==> config.mk <==
export PLATFORM = sky130hd
export DESIGN_NAME = uart_tx
export DESIGN_NICKNAME = d
export VERILOG_FILES = /design/src/rtl/uart_tx.sv
export SDC_FILE = /design/constraint.sdc
export NUM_CORES = 1
export LEC_CHECK = 0
export CORE_MARGIN = 5
export CORE_UTILIZATION = 40
export CTS_CLUSTER_SIZE = 20
export DETAILED_ROUTE_END_ITERATION = 16
export PLACE_DENSITY = 0.6
export SYNTH_ARGS = -nofsm -noshare
export SYNTH_HDL_FRONTEND = slang
export SYNTH_SLANG_ARGS = --single-unit
export TNS_END_PERCENT = 30
==> constraint.sdc <==
create_clock -name clk -period 2.5 [get_ports clk]
set_input_delay 0.625 -clock clk [delete_from_list [all_inputs] [get_ports clk]]
set_output_delay 0.625 -clock clk [all_outputs]
set_load 0.05 [all_outputs]
==> src/rtl/uart_tx.sv <==
// Byte-wide UART transmitter: 8 data bits LSB first, optional even/odd parity, one stop bit,
// with a one-byte holding buffer so consecutive frames go out with no idle gap.
module uart_tx #(
  parameter int CLKS_PER_BIT = 16,
  parameter int PARITY       = 0
) (
  input  logic       clk,
  input  logic       rst_n,
  input  logic [7:0] din,
  input  logic       wr,
  output logic       tx_rdy,
  output logic       busy,
  output logic       done,
  output logic       txd
);

  typedef enum logic [2:0] {
    IDLE  = 3'd0,
    START = 3'd1,
    DATA  = 3'd2,
    PAR   = 3'd3,
    STOP  = 3'd4
  } state_t;

  localparam logic [15:0] BAUD_MAX = 16'(CLKS_PER_BIT - 1);
  localparam logic        HAS_PAR  = (PARITY != 0);
  localparam logic        ODD_PAR  = (PARITY == 2);

  function automatic logic parity_bit(input logic [7:0] data, input logic odd);
    parity_bit = (^data) ^ odd;
  endfunction

  state_t      state_r, state_s;
  logic [15:0] baud_r, baud_s;
  logic [2:0]  bit_r, bit_s;
  logic [7:0]  shift_r, shift_s;
  logic [7:0]  hold_r, hold_s;
  logic        full_r, full_s;
  logic        txd_r, txd_s;
  logic        done_r, done_s;
  logic        bit_end_s;

  // Next-state, datapath and output-register values for the transmitter.
  always_comb begin
    state_s   = state_r;
    baud_s    = baud_r;
    bit_s     = bit_r;
    shift_s   = shift_r;
    hold_s    = hold_r;
    full_s    = full_r;
    txd_s     = txd_r;
    done_s    = 1'b0;
    bit_end_s = (baud_r == BAUD_MAX);

    // A write can only land while the buffer is empty, so it never races a transfer.
    if (wr && !full_r) begin
      full_s = 1'b1;
      hold_s = din;
    end else begin
      full_s = full_r;
    end

    case (state_r)
      IDLE: begin
        if (full_r) begin
          state_s = START;
          shift_s = hold_r;
          full_s  = 1'b0;
          baud_s  = 16'd0;
          txd_s   = 1'b0;
        end else begin
          baud_s  = 16'd0;
          txd_s   = 1'b1;
        end
      end
      START: begin
        if (bit_end_s) begin
          state_s = DATA;
          baud_s  = 16'd0;
          txd_s   = shift_r[0];
        end else begin
          baud_s  = baud_r + 16'd1;
        end
      end
      DATA: begin
        if (bit_end_s) begin
          baud_s = 16'd0;
          if (bit_r == 3'd7) begin
            bit_s = 3'd0;
            if (HAS_PAR) begin
              state_s = PAR;
              txd_s   = parity_bit(shift_r, ODD_PAR);
            end else begin
              state_s = STOP;
              txd_s   = 1'b1;
            end
          end else begin
            bit_s = bit_r + 3'd1;
            txd_s = shift_r[bit_r + 3'd1];
          end
        end else begin
          baud_s = baud_r + 16'd1;
        end
      end
      PAR: begin
        if (bit_end_s) begin
          state_s = STOP;
          baud_s  = 16'd0;
          txd_s   = 1'b1;
        end else begin
          baud_s  = baud_r + 16'd1;
        end
      end
      STOP: begin
        if (bit_end_s) begin
          done_s = 1'b1;
          baud_s = 16'd0;
          if (full_r) begin
            state_s = START;
            shift_s = hold_r;
            full_s  = 1'b0;
            txd_s   = 1'b0;
          end else begin
            state_s = IDLE;
            txd_s   = 1'b1;
          end
        end else begin
          baud_s = baud_r + 16'd1;
        end
      end
      default: begin
        state_s = IDLE;
        baud_s  = 16'd0;
        bit_s   = 3'd0;
        txd_s   = 1'b1;
      end
    endcase
  end

  // State and datapath registers; reset aborts any frame and empties the buffer.
  always_ff @(posedge clk or negedge rst_n) begin
    if (!rst_n) begin
      state_r <= IDLE;
      baud_r  <= 16'd0;
      bit_r   <= 3'd0;
      shift_r <= 8'd0;
      hold_r  <= 8'd0;
      full_r  <= 1'b0;
      txd_r   <= 1'b1;
      done_r  <= 1'b0;
    end else begin
      state_r <= state_s;
      baud_r  <= baud_s;
      bit_r   <= bit_s;
      shift_r <= shift_s;
      hold_r  <= hold_s;
      full_r  <= full_s;
      txd_r   <= txd_s;
      done_r  <= done_s;
    end
  end

  assign tx_rdy = ~full_r;
  assign busy   = (state_r != IDLE);
  assign done   = done_r;
  assign txd    = txd_r;

endmodule

==> results.md <==
* Avg Cell Area, Syn at between 10 and 15 um^2
* # diodes at 0
* FFs w/ async S/R, synth at 100%
* DIE AREA at roughly 0.0063 mm^2
* Synthesized instance count at approximately 180
* Drt pass-1 iters at 4
* Die Width at a little under 80 um
* Least-Margin Pin Slew at ~880 ps
* Yosys reg bits at 41
* Final hold violations at 0
* Maximum number of pins on one net before global-route repair at 42
* CP Class: register to output pin
* RSZ-0062 raised after global routing: no
* Routed len/inst at ~13 um
* Layout area overhead at 15.6%
* CP Launch Point: full_r$_DFF_PN0_
* Seq/Total Area, Yosys at between 50% and 60%
* Post-synth EDFFs at 0
* Worst-path clk slew at about 70 ps
* Worst EP required at roughly 1900 ps
* Status: finished clean
* H-tree Lvls at 2
* Initial Util at between 40% and 50%
* Crit-path leading delay family: buffers and inverters
* Total GRT Usage at between 10% and 20%
* CORE AREA at between 0.004 and 0.005 mm^2
* CP startpoint kind: register
* First-iteration detailed-routing DRC count at 81
* Slew HR at between 40% and 50%
* Fin cells at roughly 260
* TNS Setup at 0 ps
* Max-cap violation count at 0
* First-pass GRT wire length at about 6.2 mm
* Peak supply drop at ~450 uV
* GRT Residual Overflow at 0
* Post-layout min period at roughly 2300 ps
* Cell count along the critical path at 2
* FF-to-FF End: txd$_DFFE_PN1P_
* Top_reg_cell synth: dfrtp_1
* # Post-CTS Setup Buffers at 0
* CP bufs+invs at 2
* Num CTS Buffers at 5
* Synthesized area at 0.00194 mm^2
* Initial antenna violation count at 0
* GPL Wtd Cong at 0.849
* Skew-Pair Late Insertion Delay at 280 ps
* Dpl hpwl at about 2.5 mm
* Layout cell share with drive strength beyond 1 at between 15 and 20%
* Number of global-route vias before repair at 1329
* Crit end category: output pin
* Power density over cell area at slightly above 900 mW/mm^2
* Die Height at a little under 80 um
* Root buffer cell: clkbuf_8
* Clk sinks at 41
* Final worst-path cycle share at 90.1%
* Port bufs at 14
* Clk buf depth at 2
* Worst min path class: input port to async pin
* Critical-path top delay cell: clkdlybuf4s50_1
* Static Leakage at about 0.91 nW
* Worst Path Arrival at about 1600 ps
* Worst reg-to-reg path cell count at 5
* Detailed-route via count at around 1.3k
* Total Nets Final at 208
* Total Wirelength at 3.52 mm
* I/O pins at 15
* Dpl cells at approximately 250
* Worst path max stage delay at about 800 ps
* Final ANT Viol Nets at 0
* Clock Skew at 5.60 ps
* Crit-path max FO at 5
* Placed inst area at ~0.0022 mm^2
* Warnings from Yosys at 0
* FF-to-FF setup slack at between 400 and 500 ps
* CP endpoint: tx_rdy
* Synth cell types at 37
* Max Freq at 444 MHz
* Final non-filler cell area at approximately 0.0022 mm^2
* DR vias/cell at around 5
* Synthesized Nets at 191
* Crit-path cells: inv_1 > clkdlybuf4s50_1
* FF-to-FF Start: bit_r[0]$_DFFE_PN0P_
* # rows at 25
* Residual DRC at 0
* CTS tree: done
* Setup violators final at 0
* Fill cells at 435
* Max Slew Vio Count at 0
registers in the layout, indices dropped and copies added, names as in the netlist:
name / flops
done: 1
hold_r: 8
full_r: 1
baud_r: 16
txd: 1
bit_r: 3
shift_r: 8
state_r: 3
placed cells by master, fill, tap and decap left out, drive strengths merged, types with 2 or more instances in the layout:
| cell | synthesis | layout |
|---|---|---|
| dfrtp | 40 | 40 |
| nor2 | 23 | 23 |
| mux2 | 16 | 16 |
| xnor2 | 12 | 12 |
| clkdlybuf4s50 | 0 | 12 |
| nand2 | 10 | 10 |
| inv | 8 | 8 |
| clkbuf | 7 | 7 |
| nor4 | 6 | 6 |
| nand3 | 6 | 6 |
| o21ai | 5 | 5 |
| nor3 | 5 | 5 |
| buf | 1 | 5 |
| or3 | 4 | 4 |
| nor2b | 3 | 3 |
| ha | 3 | 3 |
| nand4 | 3 | 3 |
| a21oi | 2 | 2 |
| nor3b | 2 | 2 |
| mux2i | 2 | 2 |
| o22ai | 2 | 2 |
| o2bb2ai | 2 | 2 |
cell type report:
cell class	instances	area, um^2	area share (%)
multi-input combinational	120	847	37.8
clock buffer	7	86.3	3.86
tap	67	83.8	3.75
inverter	8	30.0	1.34
timing repair buffer	18	164	7.32
sequential	41	1030	45.9
cell usage after synthesis, types with 2 or more instances:
master,number,share of area [%]
nor3_1,5,1.3
nand3_1,6,1.6
clkbuf_1,7,1.4
xnor2_1,12,5.4
or3_1,4,1.3
mux2i_1,2,1.0
o22ai_1,2,0.65
ha_1,3,1.9
dfrtp_1,40,52
nor3b_1,2,0.78
a21oi_1,2,0.52
inv_1,8,1.6
o2bb2ai_1,2,0.91
nand4_1,2,0.65
nor4_1,6,1.9
o21ai_0,5,1.3
nor2_1,23,4.5
mux2_2,16,9.3
nand2_1,10,1.9
nor2b_1,3,0.97
report_power, final:
group,switching [mW],internal [mW]
logic,0.323,0.310
registers,0.119,0.850
clock network,0.206,0.219
worst register-to-register path, delay by kind of cell, from the launching register on:
family          cells  cell delay [ps]
flops               1              470
fa+ha+maj           2              580
compound gates      2              620
mux                 1              330
layer usage:
metal,up-vias,wire length [um],GRT usage [%]
met5,-,0,0
met4,0,57,6.19
met3,7,116,3.50
met2,22,1630,19.3
met1,654,1710,16.5
li1,651,-,-
timing repair:
item                                    4_1_cts  5_1_grt
hold buffers                                  0        0
resized for setup                             1        0
endpoints found under the setup margin        1        0
kinds of logic (layout without fill, tap and decap cells):
family                     after synthesis  in the layout  share of synthesized area [%]
adders and majority gates                3              3                           1.94
xor gates and xnor gates                13             13                           5.88
AOI/OAI and AO/OA                       19             19                           6.98
buffers and inverters                   16             33                           3.17
muxes                                   19             19                           11.5
DFF                                     41             41                           53.1
and+or+nand+nor                         66             66                           17.5
metrics by stage:
stage,hold WS (ps),setup WS [ps],util (%),power (mW)
2_1_floorplan,329,557,-,1.44
3_3_place_gp,444,341,45.6,1.60
3_5_place_dp,465,313,45.6,1.64
4_1_cts,475,222,47.4,2.06
5_1_grt,484,170,47.4,2.17
6_report,465,246,47.4,2.03
worst min-delay path by stage:
stage	slack, ps	endpoint
2_1_floorplan	330	baud_r[0]$_DFF_PN0_
3_3_place_gp	440	baud_r[0]$_DFF_PN0_
3_5_place_dp	470	baud_r[0]$_DFF_PN0_
4_1_cts	480	baud_r[0]$_DFF_PN0_
5_1_grt	480	baud_r[0]$_DFF_PN0_
6_report	470	baud_r[10]$_DFF_PN0_
No activity file was read; power rests on OpenSTA's default activity.
